===== config.mk =====
export PLATFORM = sky130hd
export DESIGN_NAME = demux_lanes
export DESIGN_NICKNAME = d
export VERILOG_FILES = /design/src/rtl/demux_lanes.sv
export SDC_FILE = /design/constraint.sdc
export NUM_CORES = 1
export LEC_CHECK = 0
export ABC_AREA = 1
export BUFFER_PORTS_ARGS = -buffer_cell sky130_fd_sc_hd__buf_2
export CAP_MARGIN = 20
export CORE_MARGIN = 2
export CORE_UTILIZATION = 50
export CTS_BUF_LIST = sky130_fd_sc_hd__clkbuf_4 sky130_fd_sc_hd__clkbuf_8
export DETAILED_ROUTE_END_ITERATION = 16
export GPL_ROUTABILITY_DRIVEN = 0
export PLACE_DENSITY = 0.74
export SLEW_MARGIN = 20
export SYNTH_ARGS = -nofsm -noshare
export SYNTH_HDL_FRONTEND = slang
export SYNTH_SLANG_ARGS = --single-unit

===== constraint.sdc =====
create_clock -name clk8f -period 5.2 [get_ports clk8f]
set_input_delay 0.78 -clock clk8f [delete_from_list [all_inputs] [get_ports clk8f]]
set_output_delay 0.78 -clock clk8f [all_outputs]
set_load 0.02 [all_outputs]

===== src/rtl/demux_lanes.sv =====
// demux_lanes: receive-side two-lane demultiplexer.
// Steers each valid word of the 2f byte stream to lane 0 or lane 1 through a
// small per-lane holding FIFO. Runs on clk8f with an internally derived
// word-rate strobe (one edge in four).
module demux_lanes #(
    parameter int DATA_W = 8,
    parameter int DEPTH  = 4
) (
    input  logic              clk8f,
    input  logic              reset,
    input  logic [DATA_W-1:0] data_in_c,
    input  logic              valid_in_c,
    input  logic              lane_in_c,
    input  logic              pause_0,
    input  logic              pause_1,
    output logic [DATA_W-1:0] data_out_0_c,
    output logic              valid_out_0_c,
    output logic [DATA_W-1:0] data_out_1_c,
    output logic              valid_out_1_c,
    output logic              overflow_0,
    output logic              overflow_1
);

    localparam int PTR_W = $clog2(DEPTH);
    localparam logic [PTR_W:0]   CNT_ONE  = 1;
    localparam logic [PTR_W:0]   CNT_FULL = DEPTH[PTR_W:0];
    localparam logic [PTR_W-1:0] PTR_ONE  = 1;

    typedef enum logic [1:0] {
        S_RESET = 2'd0,
        S_WAIT  = 2'd1,
        S_RUN   = 2'd2
    } state_t;

    state_t            r_state;
    state_t            w_state_next;
    logic [1:0]        r_phase;
    logic              w_strobe;
    logic              w_active;

    // Per-lane storage and bookkeeping, index 0 = lane 0, index 1 = lane 1.
    logic [DATA_W-1:0] r_mem [2][DEPTH];
    logic [PTR_W-1:0]  r_wr_ptr [2];
    logic [PTR_W-1:0]  r_rd_ptr [2];
    logic [PTR_W:0]    r_count [2];
    logic [DATA_W-1:0] r_data_out [2];
    logic [1:0]        r_valid_out;
    logic [1:0]        r_overflow;

    logic [1:0]        w_hit;
    logic [1:0]        w_pause;
    logic [1:0]        w_full;
    logic [1:0]        w_empty;
    logic [1:0]        w_push;
    logic [1:0]        w_pop;
    logic [1:0]        w_drop;

    assign w_strobe = (r_phase == 2'd3);
    assign w_active = w_strobe && (r_state != S_RESET);
    assign w_hit    = {valid_in_c & lane_in_c, valid_in_c & ~lane_in_c};
    assign w_pause  = {pause_1, pause_0};

    // State register; reset is synchronous so it is just another branch here.
    // NOTE: sequential state always uses <= so every flop samples pre-edge values.
    always_ff @(posedge clk8f) begin
        if (!reset) begin
            r_state <= S_RESET;
        end else begin
            r_state <= w_state_next;
        end
    end

    // Next-state logic: leave RESET immediately, arm RUN on the first strobe.
    // NOTE: the default assignment first keeps this block free of latches.
    always_comb begin
        w_state_next = r_state;
        case (r_state)
            S_RESET: w_state_next = S_WAIT;
            S_WAIT:  if (w_strobe) w_state_next = S_RUN;
            S_RUN:   w_state_next = S_RUN;
            default: w_state_next = S_RESET;
        endcase
    end

    // Phase counter: counts every edge with reset released, strobe at phase 3.
    always_ff @(posedge clk8f) begin
        if (!reset) begin
            r_phase <= 2'd0;
        end else begin
            r_phase <= r_phase + 2'd1;
        end
    end

    // Per-lane push/pop decisions; a full lane still accepts when it pops too.
    always_comb begin
        w_full  = '0;
        w_empty = '0;
        w_push  = '0;
        w_pop   = '0;
        w_drop  = '0;
        for (int l = 0; l < 2; l++) begin
            w_full[l]  = (r_count[l] == CNT_FULL);
            w_empty[l] = (r_count[l] == '0);
            w_pop[l]   = w_active && !w_empty[l] && !w_pause[l];
            w_push[l]  = w_active && w_hit[l] && (!w_full[l] || w_pop[l]);
            w_drop[l]  = w_active && w_hit[l] && w_full[l] && !w_pop[l];
        end
    end

    // FIFO storage write; a simultaneous pop reads the old head on this edge.
    // NOTE: the data array is not reset; pointers and counts define its contents.
    always_ff @(posedge clk8f) begin
        for (int l = 0; l < 2; l++) begin
            if (w_push[l]) begin
                r_mem[l][r_wr_ptr[l]] <= data_in_c;
            end
        end
    end

    // FIFO pointers, occupancy and sticky overflow flags.
    always_ff @(posedge clk8f) begin
        if (!reset) begin
            for (int l = 0; l < 2; l++) begin
                r_wr_ptr[l] <= '0;
                r_rd_ptr[l] <= '0;
                r_count[l]  <= '0;
            end
            r_overflow <= '0;
        end else begin
            for (int l = 0; l < 2; l++) begin
                if (w_push[l]) r_wr_ptr[l] <= r_wr_ptr[l] + PTR_ONE;
                if (w_pop[l])  r_rd_ptr[l] <= r_rd_ptr[l] + PTR_ONE;
                case ({w_push[l], w_pop[l]})
                    2'b10:   r_count[l] <= r_count[l] + CNT_ONE;
                    2'b01:   r_count[l] <= r_count[l] - CNT_ONE;
                    default: r_count[l] <= r_count[l];
                endcase
                if (w_drop[l]) r_overflow[l] <= 1'b1;
            end
        end
    end

    // Output registers: refreshed only on strobe edges, zero when nothing pops.
    always_ff @(posedge clk8f) begin
        if (!reset) begin
            for (int l = 0; l < 2; l++) begin
                r_data_out[l] <= '0;
            end
            r_valid_out <= '0;
        end else if (w_active) begin
            for (int l = 0; l < 2; l++) begin
                if (w_pop[l]) begin
                    r_data_out[l]  <= r_mem[l][r_rd_ptr[l]];
                    r_valid_out[l] <= 1'b1;
                end else begin
                    r_data_out[l]  <= '0;
                    r_valid_out[l] <= 1'b0;
                end
            end
        end
    end

    assign data_out_0_c  = r_data_out[0];
    assign valid_out_0_c = r_valid_out[0];
    assign data_out_1_c  = r_data_out[1];
    assign valid_out_1_c = r_valid_out[1];
    assign overflow_0    = r_overflow[0];
    assign overflow_1    = r_overflow[1];

endmodule


=== Word-level counts from Yosys, hierarchy flattened ===
Memory sizes are Yosys's and may differ from the RTL's.
Cells that the tools add are included.

* Flip-flop bits (word level): 8
* Memory bits (writable): 94
* Input port bits: 14
* Output and inout port bits: 20
* Logic and storage cells: 164
* Memories: 5

* Add/sub/neg operators: 9
* Magnitude comparators: 6
* Equality and inequality tests: 10
* Mux-type cells: 76
* Bitwise gates (word level): 21
* Reduce and logical (&&, ||, !) cells: 32

{| class="wikitable"
|+ Memories
! name !! words !! bits a word !! read ports !! clocked after Yosys merged registers in !! write ports !! line !! text
|-
| r_mem || 2 || 32 || 2 || 0 || 1 || 42 || <nowiki>logic [DATA_W-1:0] r_mem [2][DEPTH];</nowiki>
|-
| r_data_out || 2 || 8 || 2 || 0 || 2 || 46 || <nowiki>logic [DATA_W-1:0] r_data_out [2];</nowiki>
|-
| r_count || 2 || 3 || 2 || 0 || 2 || 45 || <nowiki>logic [PTR_W:0] r_count [2];</nowiki>
|-
| r_rd_ptr || 2 || 2 || 2 || 0 || 2 || 44 || <nowiki>logic [PTR_W-1:0] r_rd_ptr [2];</nowiki>
|-
| r_wr_ptr || 2 || 2 || 2 || 0 || 2 || 43 || <nowiki>logic [PTR_W-1:0] r_wr_ptr [2];</nowiki>
|}

{| class="wikitable"
|+ Operator list
! cell !! count
|-
| $mux W32 || 4
|-
| $mux W8 || 10
|-
| $mux W1 || 46
|-
| $bmux W8 S2 || 2
|-
| $demux W8 S2 || 2
|-
| $reduce_or A32 Y1 || 1
|-
| $mux W3 || 6
|-
| $logic_and A1 B1 Y1 || 15
|-
| $or A1 B1 Y1 || 14
|-
| $ge A3 B3 Y1 const B || 4
|-
| $not A2 Y3 || 4
|-
| $add A2 B1 Y2 const B || 5
|-
| $mux W2 || 5
|-
| $eq A2 B2 Y1 const B || 4
|-
| $logic_not A1 Y1 || 8
|-
| $add A3 B1 Y3 const B || 2
|-
| $eq A2 B1 Y1 const B || 3
|-
| $eq A3 B3 Y1 const B || 2
|-
| $logic_not A3 Y1 || 2
|-
| $lt A3 B1 Y1 const B || 2
|-
| $pmux W2 S3 || 1
|-
| $sub A3 B1 Y3 const B || 2
|-
| $reduce_or A2 Y1 || 2
|-
| $and A1 B1 Y1 || 2
|-
| other kinds (5) || 6
|}

=== Depth between registers and ports, before layout ===
* Depth after elaboration: 13
* Gate-level depth with buffers: 14

=== Least setup slack after synthesis ===
No wires, ideal clock.

* Kind: input-to-reg
* From: input pause_0
* To: memory r_count[0][2] (netlist bit), data pin
* Arrival: 2.104 ns
* Data required time: 4.930 ns
* Setup slack: 2.826 ns
* Stages: 12
* Path buffers: 0
* Path through: inv_1 -> nand2_1 -> nand2_1 -> nand2_1 -> ha_1 -> nand2_1 -> fa_1 -> xor2_1 -> nand2_1 -> nand2_1 -> inv_1 -> a21oi_1

{| class="wikitable"
|+ RTL lines
! what !! line !! text
|-
| from (decl) || 14 || <nowiki>input logic pause_0,</nowiki>
|-
| to (decl) || 45 ||
|}

==> impl_metrics.ini <==
[pwr]
p_leak_nw = 2.08
peakVddDrop_v = 0.000203
power_density_nw_per_um2 = 315

[floorplanning]
dieArea_um2 = 9800
die-width_um = 99.0
die_h_um = 99.0
ioPinCount = 34
start_util_pct = 51.7
rows = 34
coreArea_um2 = 8720

[routing]
routedWlPerCell_um = 14.6
route.detailed.drc = 0
drtIter0Drc = 245
postRouteAntennaNets = 0
vias = 2948
first_pass_iters = 5
vias_per_cell = 5.12
drt_wl_total_um = 8390

[cells_and_area]
finalNonFillerCells = 576
nets = 494
syn2layout_area_growth_pct = 9.68
antenna-diode-count = 0
nFillCells = 731
drive_gt1_share_pct = 12.2

[clocking]
clock_latency_ns = 0.36
h-tree-depth = 3
cts_buffer_depth = 2
cts_tree = done
postCtsHoldBufs = 0
cts-root-buf = clkbuf_8
post_cts_buffers = 0
cts_resized = 0
cts_sinks = 102
clk_pin_slew_ns = 0.09
cts_made_buffers = 9

[synthesis]
synth_edf_count = 86
synth_top_area_share_pct = 57.3
synth_fp_nets = 462
syn-cell-area_um2 = 4510
yosys.area.top_type = edfxtp_1
synth-seq-cells = 102
netlist_top_cells_count = edfxtp_1, nand2_1, inv_1, nor2_1, nand3_1
avgSynthCellArea_um2 = 10.5
synthFlopType = edfxtp_1
synthTopCellsByArea = edfxtp_1, dfxtp_1, nand2_1, inv_1, ha_1
yosysUniqueCellTypes = 26
async_reset_ff_share_pct = 0
ys_seq_area_share_pct = 64.4
ys.warnings.count = 0
syn_inst = 431
synth.most_common_cell = edfxtp_1

[setup_path]
reg2regPathDepth = 10
ff2ff_setup_slack_ns = 2.59
crit_type = register to register
timing.rr.start = r_state[0]$_SDFFE_PN0P_
critical_path_arrival_ns = 2.67
cp-startpoint = r_state[0]$_SDFFE_PN0P_
r2r-end = r_count[0][1]$_SDFFCE_PN0P_
critPathCapture = r_count[0][1]$_SDFFCE_PN0P_
cp-start-kind = register
path_max_fanout = 7
cp-end-kind = register
worstPathRequired_ns = 5.26

[placed_design]
dp_hpwl_um = 5780
port_buffers = 33
placed_cells = 560

[global_routing]
grt-ovfl-total = 0
antenna_found_initial = 0
grt_pass1_wl_um = 13900
grt_max_degree = 32
first_global_vias = 2925
grt.total_usage_pct = 18.3

[sta]
fin_crit_ns = 2.61
setup_viol = 0
worstMarginPinSlew_ns = 0.847
hold_violations = 0
slew_headroom_pct = 43.4
rsz0062_at_grt = false
maxSlewViolCount = 0
setup-tns-final_ns = 0
finClkSkew_ns = 0.0124
layout_worst_path_cycle_share_pct = 50.1
fmax_mhz = 384
fin_hold_ws_ns = 0.427

[worst_hold_path]
hp-class = register to register

[flow_run]
max-cap-violations = 0

[run_status]
status = complete, no violations
[flip-flops by register name, summed over array words and instances, names as in the netlist]
signal and cells:
r_mem 64, r_data_out 16, r_count 6, r_rd_ptr 4, r_wr_ptr 4, r_overflow 2, r_phase 2, r_state 2
r_valid_out 2
[metal layers]
metal	routed length [um]	vias to the layer above	GRT usage (%)	share of wire [%]
li1	-	1471	-	-
met1	3470	1403	22.5	41
met2	4400	66	31.9	52
met3	438	8	4.61	5.2
met4	79	0	5.37	0.94
met5	0	-	0	0
[per-stage QoR]
stage / setup slack (ns) / total power, W / area [um2] / utilization (%)
global route: 2.28 / 0.00163 / 4950 / 56.7
detailed placement: 2.50 / 0.00109 / 4750 / 54.4
global placement: 2.63 / 0.00108 / 4750 / 54.4
finish: 2.59 / 0.00156 / 4950 / 56.7
CTS: 2.58 / 0.00157 / 4950 / 56.7
floorplan: 2.83 / 0.00105 / 4510 / -
[where the power goes]
part / leakage (nW) / internal (W) / switching [W] / total [W]
combinational: 1.06 / 0.0000464 / 0.0000918 / 0.000138
clock: 0.0931 / 0.000223 / 0.000269 / 0.000492
sequential: 0.932 / 0.000910 / 0.0000196 / 0.000929
[final cells by class]
cell class	count	area, um2	area share (%)
repair buffers	33	165	3.34
well taps	108	135	2.73
multi-input cells	243	1270	25.6
flip-flops and latches	102	2900	58.7
inverters	74	278	5.61
clock buffers	9	124	2.50
clock inverters	7	75.1	1.52
[how the worst min path moves through the flow]
stage	startpoint	endpoint	slack [ns]	cells past startpoint
3_3_place_gp	r_phase[0]$_SDFF_PN0_	r_phase[0]$_SDFF_PN0_	0.41	1
2_1_floorplan	r_phase[0]$_SDFF_PN0_	r_phase[0]$_SDFF_PN0_	0.40	1
3_5_place_dp	r_phase[0]$_SDFF_PN0_	r_phase[0]$_SDFF_PN0_	0.41	1
5_1_grt	r_phase[0]$_SDFF_PN0_	r_phase[0]$_SDFF_PN0_	0.47	1
4_1_cts	r_phase[0]$_SDFF_PN0_	r_phase[0]$_SDFF_PN0_	0.43	1
6_report	r_phase[0]$_SDFF_PN0_	r_phase[0]$_SDFF_PN0_	0.43	1
[cells by family after synthesis]
kind of cell | synth area share [%]
flops | 64.4
compound gates | 5.66
fa+ha+maj | 4.88
buf+inv | 7.55
simple gates | 16.6
xor+xnor | 0.971
[critical path, stage by stage, from the launching register on]
cell and delay, ns:
dfxtp_1 0.36, inv_1 0.05, ha_1 0.23, inv_1 0.09
nand2_2 0.14, nor2_1 0.21, nand2_1 0.20, inv_1 0.11
ha_1 0.24, o31ai_1 0.42, o21ai_0 0.25
[placed cells by master, fill, tap and decap left out, drive strengths merged, types with 3 or more instances in the layout]
master,netlist,final
inv,74,74
ha,16,16
o21ai,20,20
a21oi,25,25
buf,10,33
edfxtp,86,86
nand4,5,5
nand3,35,35
nor2,55,55
clkbuf,2,9
clkinv,0,4
dfxtp,16,16
nand2,77,77
xnor2,3,3
Note: power is estimated with default switching activity, not from simulation.
